`config.mk`:
```
export PLATFORM = sky130hd
export DESIGN_NAME = bin_to_digits
export DESIGN_NICKNAME = d
export VERILOG_FILES = /design/src/rtl/bin2dig_pkg.sv /design/src/rtl/bcd_adj_col.sv /design/src/rtl/bin_to_digits.sv
export SDC_FILE = /design/constraint.sdc
export NUM_CORES = 1
export LEC_CHECK = 0
export ABC_CLOCK_PERIOD_IN_PS = 3800
export CAP_MARGIN = 0
export CORE_UTILIZATION = 45
export DETAILED_ROUTE_END_ITERATION = 6
export GPL_TIMING_DRIVEN = 0
export PLACE_DENSITY = 0.67
export SLEW_MARGIN = 0
export SYNTH_ARGS = -nofsm -noshare
export SYNTH_HDL_FRONTEND = slang
export SYNTH_HIERARCHICAL = 1
export SYNTH_SLANG_ARGS = --single-unit
```
`constraint.sdc`:
```
create_clock -name clk -period 3.8 [get_ports clk]
set_clock_uncertainty 0.1 [all_clocks]
set_input_delay 0.95 -clock clk [delete_from_list [all_inputs] [get_ports clk]]
set_output_delay 0.95 -clock clk [all_outputs]
set_load 0.02 [all_outputs]
```
`src/rtl/bin2dig_pkg.sv`:
```
// Shared types, constants and the per-column BCD adjust rule
// for the binary-to-digit converter.
package bin2dig_pkg;

    typedef enum logic [1:0] {
        IDLE = 2'd0,
        CONV = 2'd1,
        DONE = 2'd2
    } state_t;

    localparam int DIGIT_W        = 4;
    localparam int BCD_ADJ_THRESH = 5;
    localparam int BCD_ADJ_ADD    = 3;

    function automatic logic [DIGIT_W-1:0] bcd_adj(input logic [DIGIT_W-1:0] col);
        return (col >= DIGIT_W'(BCD_ADJ_THRESH)) ? col + DIGIT_W'(BCD_ADJ_ADD) : col;
    endfunction

endpackage

```
`src/rtl/bcd_adj_col.sv`:
```
// One double-dabble column: adds 3 when the digit is 5 or more, so the
// following left shift carries correctly into the next decimal column.
module bcd_adj_col
    import bin2dig_pkg::*;
(
    input  logic [DIGIT_W-1:0] col_in,
    output logic [DIGIT_W-1:0] col_out
);

    assign col_out = bcd_adj(col_in);

endmodule

```
`src/rtl/bin_to_digits.sv`:
```
// Handshaked binary-to-digit converter (hex split or serial double-dabble BCD).
// Optional leading-zero blank mask output enabled by defining BIN2DIG_BLANK_EN.
//
// state | meaning
// IDLE  | ready for a request; in_ready=1
// CONV  | BCD shifting, one input bit per cycle for IN_W cycles
// DONE  | result registered on the exit edge; out_valid pulses the next cycle
module bin_to_digits
    import bin2dig_pkg::*;
#(
    parameter int IN_W   = 16,
    parameter int DIGITS = 5
) (
    input  logic                      clk,
    input  logic                      rst,
    input  logic                      in_valid,
    output logic                      in_ready,
    input  logic [IN_W-1:0]           in_data,
    input  logic                      in_bcd,
    output logic                      busy,
    output logic                      out_valid,
    output logic [DIGIT_W*DIGITS-1:0] out_digits,
`ifdef BIN2DIG_BLANK_EN
    output logic [DIGITS-1:0]         blank_mask,
`endif
    output logic                      overflow
);

    localparam int CNT_W = $clog2(IN_W);
    localparam int COL_W = DIGIT_W * (DIGITS + 1);
    localparam int OUT_W = DIGIT_W * DIGITS;
    localparam int EXT_W = (IN_W > OUT_W) ? IN_W : OUT_W;
    localparam logic [CNT_W-1:0] CNT_LAST = CNT_W'(IN_W - 1);

    state_t             state, state_nxt;
    logic [CNT_W-1:0]   cnt;
    logic [IN_W-1:0]    bin_sr;
    logic [COL_W-1:0]   col;
    logic [COL_W-1:0]   adj;
    logic [COL_W-1:0]   col_shift;
    logic               carry_acc;
    logic               mode_bcd;
    logic               load;
    logic               step;
    logic               finish;
    logic [EXT_W-1:0]   data_ext;
    logic [OUT_W-1:0]   res_digits;
    logic               res_ovf;

    always_ff @(posedge clk or posedge rst) begin
        if (rst) begin
            state <= IDLE;
        end else begin
            state <= state_nxt;
        end
    end

    always_comb begin
        state_nxt = state;
        in_ready  = 1'b0;
        busy      = 1'b1;
        load      = 1'b0;
        step      = 1'b0;
        finish    = 1'b0;
        case (state)
            IDLE: begin
                in_ready = 1'b1;
                busy     = 1'b0;
                if (in_valid) begin
                    load      = 1'b1;
                    state_nxt = in_bcd ? CONV : DONE;
                end
            end
            CONV: begin
                step = 1'b1;
                if (cnt == CNT_LAST) begin
                    state_nxt = DONE;
                end
            end
            DONE: begin
                finish    = 1'b1;
                state_nxt = IDLE;
            end
            default: begin
                state_nxt = IDLE;
            end
        endcase
    end

    for (genvar g = 0; g < DIGITS + 1; g++) begin : g_col
        bcd_adj_col u_adj (
            .col_in  (col[DIGIT_W*g +: DIGIT_W]),
            .col_out (adj[DIGIT_W*g +: DIGIT_W])
        );
    end

    assign col_shift = {adj[COL_W-2:0], bin_sr[IN_W-1]};

    // Hex mode reuses the untouched capture register; zero-extend so narrow
    // inputs fill the upper digits with zeros.
    assign data_ext = EXT_W'(bin_sr);

    always_comb begin
        res_digits = '0;
        res_ovf    = 1'b0;
        if (mode_bcd) begin
            res_digits = col[OUT_W-1:0];
            res_ovf    = carry_acc | (|col[COL_W-1 -: DIGIT_W]);
        end else begin
            res_digits = data_ext[OUT_W-1:0];
            res_ovf    = |(data_ext >> OUT_W);
        end
    end

`ifdef BIN2DIG_BLANK_EN
    logic [DIGITS-1:0] res_blank;
    logic              zero_run;

    always_comb begin
        res_blank = '0;
        zero_run  = 1'b1;
        for (int i = DIGITS - 1; i >= 1; i--) begin
            zero_run     = zero_run & (res_digits[DIGIT_W*i +: DIGIT_W] == '0);
            res_blank[i] = zero_run;
        end
    end
`endif

    always_ff @(posedge clk or posedge rst) begin
        if (rst) begin
            cnt        <= '0;
            bin_sr     <= '0;
            col        <= '0;
            carry_acc  <= 1'b0;
            mode_bcd   <= 1'b0;
            out_valid  <= 1'b0;
            out_digits <= '0;
            overflow   <= 1'b0;
`ifdef BIN2DIG_BLANK_EN
            blank_mask <= '0;
`endif
        end else begin
            out_valid <= finish;
            if (load) begin
                bin_sr    <= in_data;
                mode_bcd  <= in_bcd;
                col       <= '0;
                carry_acc <= 1'b0;
                cnt       <= '0;
            end
            if (step) begin
                bin_sr    <= bin_sr << 1;
                col       <= col_shift;
                carry_acc <= carry_acc | adj[COL_W-1];
                cnt       <= cnt + CNT_W'(1);
            end
            if (finish) begin
                out_digits <= res_digits;
                overflow   <= res_ovf;
`ifdef BIN2DIG_BLANK_EN
                blank_mask <= res_blank;
`endif
            end
        end
    end

endmodule

```
; Word level (Yosys, flattened, before mapping)
; Cells that the tools add are included.
[word_totals]
regBits = 70
latch_bits = 0
mem_bits_rw = 0
rom_bits = 0
out_inout_bits = 24
wordCells = 59
n_memories = 0
[op_classes]
add_sub_neg = 7
multipliers = 0
div_mod_pow = 0
order_cmp = 6
n_eq_ne = 5
n_shift = 0
muxes = 26
n_bitwise = 2
reduce_logical = 4
[op_table]
columns = op, n
row1 = $mux 24, 2
row2 = $mux 16, 2
row3 = $mux 4, 8
row4 = $add 4x2->4 const B, 6
row5 = $ge 4x3->1 const B, 6
row6 = $mux 20, 1
row7 = $mux 1, 9
row8 = $mux 2, 3
row9 = $add 4x1->4 const B, 1
row10 = $eq 4x4->1 const B, 1
row11 = $ne 2x2->1 const B, 2
row12 = $pmux 2 s2, 1
row13 = $reduce_or 4->1, 1
row14 = $eq 2x1->1 const B, 1
row15 = $eq 2x2->1 const B, 1
row16 = $logic_not 2->1, 1
row17 = $or 1x1->1, 2
row18 = $reduce_and 2->1, 1
row19 = $reduce_bool 2->1, 1

; Longest topological paths before layout
; Gate-level depths: netlist of the first run.
[logic_depth]
depth_word = 4
depth_mapped = 7

; Hierarchy
; Netlist of the first run, hierarchy kept.
[by_module_without_submodules]
columns = module, n_inst, cells_each, area_per_inst_um2, seq_area_each_um2
row1 = bin_to_digits, 1, 268, 3015.4, 1751.7
row2 = bcd_adj_col, 6, 16, 101.3, 0.0

; Worst setup path before layout of the first run
; Ideal clock, no wire load.
[synth_timing]
path_kind = register to output
startpoint = reg state[1]
endpoint = out busy
t_arrival_ps = 1253
required_ps = 2750
slack_ps = 1497
stages_incl_launch_ff = 5
n_path_buf = 2
cell_sequence = dfrtp_1 -> buf_2 -> buf_2 -> nor2_1 -> inv_1
[synth_between]
elab_chain_len = 2
[synth_rtl]
columns = item, line_no
row1 = from (decl), bin_to_digits.sv:35  ; state_t state, state_nxt;
row2 = from (signal assigned), bin_to_digits.sv:54  ; state <= state_nxt;
row3 = $logic_not 2->1, bin_to_digits.sv:65  ; case (state)
row4 = $mux 1, bin_to_digits.sv:65
row5 = to (decl), bin_to_digits.sv:20  ; output logic busy,
; No other way between the ends.

; Worst setup path after layout of the first run
; Same ends and word-level chain as after synthesis.

==> impl_metrics.py, run 1 <==
metrics = {
    "yosys": {
        "yosysUniqueCellTypes": 30,
        "synthArstFlopShare": 1.00,
        "synthTopCellsByArea": "dfrtp_1, a22o_1, mux2i_1",
        "synth_top_area_share": 0.483,
        "yosysWarningCount": 6,
        "synth_most_common_cell": "dfrtp_1",
        "yosysTopAreaCell": "dfrtp_1",
        "netlist_top_cells_count": "dfrtp_1, nand2_1, o21ai_1",
        "synth_ff_type": "dfrtp_1",
        "ys_seq_elements": 70,
        "ys_seq_area_frac": 0.483,
        "synth-edff-count": 0,
        "syn_area_mm2": 0.00362,
        "syn-num-nets": 397,
        "avgSynthCellArea_um2": 9.95,
        "synth_cells": 364,
    },
    "setup_path": {
        "crit_start": "state[1]",
        "worst_ep_required_time_ps": 2750,
        "crit_slowest_cell": "clkdlybuf4s50_1",
        "path_max_fanout": 10,
        "cpPeakStageDelay_ps": 590,
        "r2r_end": "col[18]",
        "critical_path.most_common_cell": "buf_2",
        "crit_buf_inv": 4,
        "crit_path_start_kind": "flop",
        "cp.arrival_ps": 2050,
        "cp_top_family": "buffers and inverters",
        "cp-end-kind": "output port",
        "r2r_setup_slack_ps": 2210,
        "rr_startpoint": "col[16]",
        "path_class": "reg -> out",
        "r2r_cells": 5,
        "cp_cell_sequence": "buf_2 > buf_2 > nor2_1 > inv_1 > clkdlybuf4s50_1",
    },
    "routing": {
        "num_vias": 2824,
        "first_pass_iters": 4,
        "totalWireLength_um": 8110,
        "drt_iter0_drc": 113,
        "drc_errors": 0,
        "wire_per_inst_um": 15.5,
        "ant_nets": 0,
        "viasPerCell": 5.41,
    },
    "hold_path": {
        "hold_path_end": "out_digits[8]",
        "hold_path.class": "reg -> reg",
        "min_path_cells": 2,
        "min_from": "out_digits[8]",
    },
    "floorplanning": {
        "die_h_um": 91.7,
        "design.die.area_mm2": 0.00842,
        "core_mm2": 0.00777,
        "die_w_um": 91.7,
        "start_util": 0.466,
        "row_count": 32,
        "boundaryPins": 44,
    },
    "cells_and_area": {
        "layout.cells.non_filler": 522,
        "layout.nets": 450,
        "final.fill_count": 735,
        "num_antenna_cells": 0,
        "drive_gt1_frac": 0.105,
        "area_delta_synth_final_pct": 20.0,
        "final_util": 0.560,
    },
    "clock_network": {
        "numCtsBuffers": 9,
        "cts_resized": 0,
        "postCtsSetupBuffers": 0,
        "cts_buffer_depth": 2,
        "clockRootBuffer": "clkbuf_8",
        "clk_transition_reported_paths_ps": 70,
        "h-tree-depth": 3,
        "clock_latency_ps": 340,
        "hold_buffers": 0,
        "cts_tree": "done",
        "cts_sinks": 70,
    },
    "timing": {
        "max_slew_margin": 0.421,
        "rsz0062_at_grt": "no",
        "whs_ps": 382,
        "period_minus_slack_ps": 3100,
        "timing.fmax_mhz": 322,
        "timing.final.ws_setup_ps": 698,
        "slew_viol_final": 0,
        "finalSetupViolations": 0,
        "hold_violations": 0,
        "finalSetupTns_ps": 0,
        "worst_pin_slew_ps": 869,
        "finalCritPeriodShare": 0.816,
    },
    "placement": {
        "place_inst": 508,
        "dp_slack_ps": 1070,
        "hpwl_um": 5690,
        "port_buffers": 42,
        "place_congestion": 0.825,
    },
    "power_and_ir_drop": {
        "ir_drop_mv": 0.342,
        "p_leak_nw": 1.98,
        "p_per_area_mw_per_mm2": 743,
    },
    "grt": {
        "overflow": 0,
        "grt_pass1_wl_um": 13500,
        "first_global_vias": 2707,
        "grt_antenna_before_repair": 0,
        "grt_max_degree": 71,
        "grtUsageTotal": 0.208,
    },
    "status": {
        "status": "finished clean",
    },
    "flow_run": {
        "cap_violations": 0,
    },
}
==> layout make-up <==
type / instances / area (um^2) / share of cell area
inverter: 15 / 58.8 / 0.0135
buffer: 22 / 123 / 0.0282
clock buffer: 13 / 169 / 0.0388
clock inverter: 1 / 5.00 / 0.00115
multi-input combinational: 257 / 1690 / 0.389
timing repair buffer: 42 / 420 / 0.0967
tap: 102 / 128 / 0.0294
sequential: 70 / 1750 / 0.403
==> layout by cell type (no fill, tap or decap), types with 2 or more instances in the layout <==
master	instances
xnor2_1	6
clkbuf_8	12
a22oi_1	15
a22o_1	27
a21oi_2	6
nand4_1	2
clkdlybuf4s50_1	42
buf_6	2
a21oi_1	17
dfrtp_1	70
o21ai_1	42
inv_1	13
nor2b_1	16
nor2_1	10
ha_1	13
mux2i_1	23
buf_2	17
nand2b_1	14
nand2_1	50
o21ai_0	7
clkbuf_1	3
==> tightest hold or removal path: stages (launching register included) <==
cell,delay (ps)
dfrtp_1,340
nand2_1,50
o21ai_1,60
==> worst max path at each step <==
| stage | to | cells past startpoint |
|---|---|---|
| 2_1_floorplan | bin_sr[0] | 1 |
| 3_3_place_gp | bin_sr[2] | 2 |
| 3_5_place_dp | busy | 5 |
| 4_1_cts | busy | 5 |
| 5_1_grt | busy | 5 |
| 6_report | busy | 5 |
==> stage by stage <==
step	total power, mW	area (um^2)
after global routing	3.47	4350
after CTS	3.25	4350
after global placement	2.65	4170
after detailed placement	2.71	4170
final	3.23	4350
after floorplan	2.24	3620
==> report_power, final <==
part / leakage [nW] / internal (mW) / switching, mW
sequential: 0.931 / 0.994 / 0.253
combinational: 0.955 / 0.667 / 0.772
clock: 0.0914 / 0.283 / 0.263
==> flip-flops by register name, summed over array words and instances, names as in the netlist <==
| signal | cells |
|---|---|
| out_valid | 1 |
| state | 2 |
| col | 24 |
| cnt | 4 |
| out_digits | 20 |
| carry_acc | 1 |
| mode_bcd | 1 |
| bin_sr | 16 |
| overflow | 1 |
==> metal layers <==
layer | part of all wire | wire, um | global-route usage
met1 | 0.48 | 3910 | 0.288
met2 | 0.47 | 3830 | 0.330
met3 | 0.030 | 247 | 0.0332
met4 | 0.014 | 117 | 0.0755
met5 | 0 | 0 | 0
==> kinds of logic after synthesis <==
group / count (synthesis) / synth area share
buffers and inverters: 37 / 0.0494
multiplexers: 25 / 0.0698
AND/OR/NAND/NOR: 97 / 0.128
XOR/XNOR: 7 / 0.0169
AO/OA/AOI/OAI: 115 / 0.207
adder cells (fa/ha/maj): 13 / 0.0449
flip-flops: 70 / 0.483
Note: power is estimated with default switching activity, not from simulation.
==> inputs of run 2 (changes only) <==
--- a/config.mk
+++ b/config.mk
@@ -5,7 +5,7 @@
 export SDC_FILE = /design/constraint.sdc
 export NUM_CORES = 1
 export LEC_CHECK = 0
-export ABC_CLOCK_PERIOD_IN_PS = 3800
+export ABC_CLOCK_PERIOD_IN_PS = 3000
 export CAP_MARGIN = 0
 export CORE_UTILIZATION = 45
 export DETAILED_ROUTE_END_ITERATION = 6
==> constraint.sdc (replaced) <==
create_clock -name clk -period 3 [get_ports clk]
set_clock_uncertainty 0.1 [all_clocks]
set_input_delay 0.75 -clock clk [delete_from_list [all_inputs] [get_ports clk]]
set_output_delay 0.75 -clock clk [all_outputs]
set_load 0.02 [all_outputs]
==> results of run 2 <==
Same layout as run 1 (identical final DEF). Status: finished clean.
Among the figures that moved: setup slack after placement 1070 ps -> 467 ps; setup slack after layout 698 ps -> 98.4 ps; register-to-register setup slack 2210 ps -> 1410 ps; total power 3.23 mW -> 4.09 mW; worst IR drop on VDD 0.342 mV -> 0.433 mV
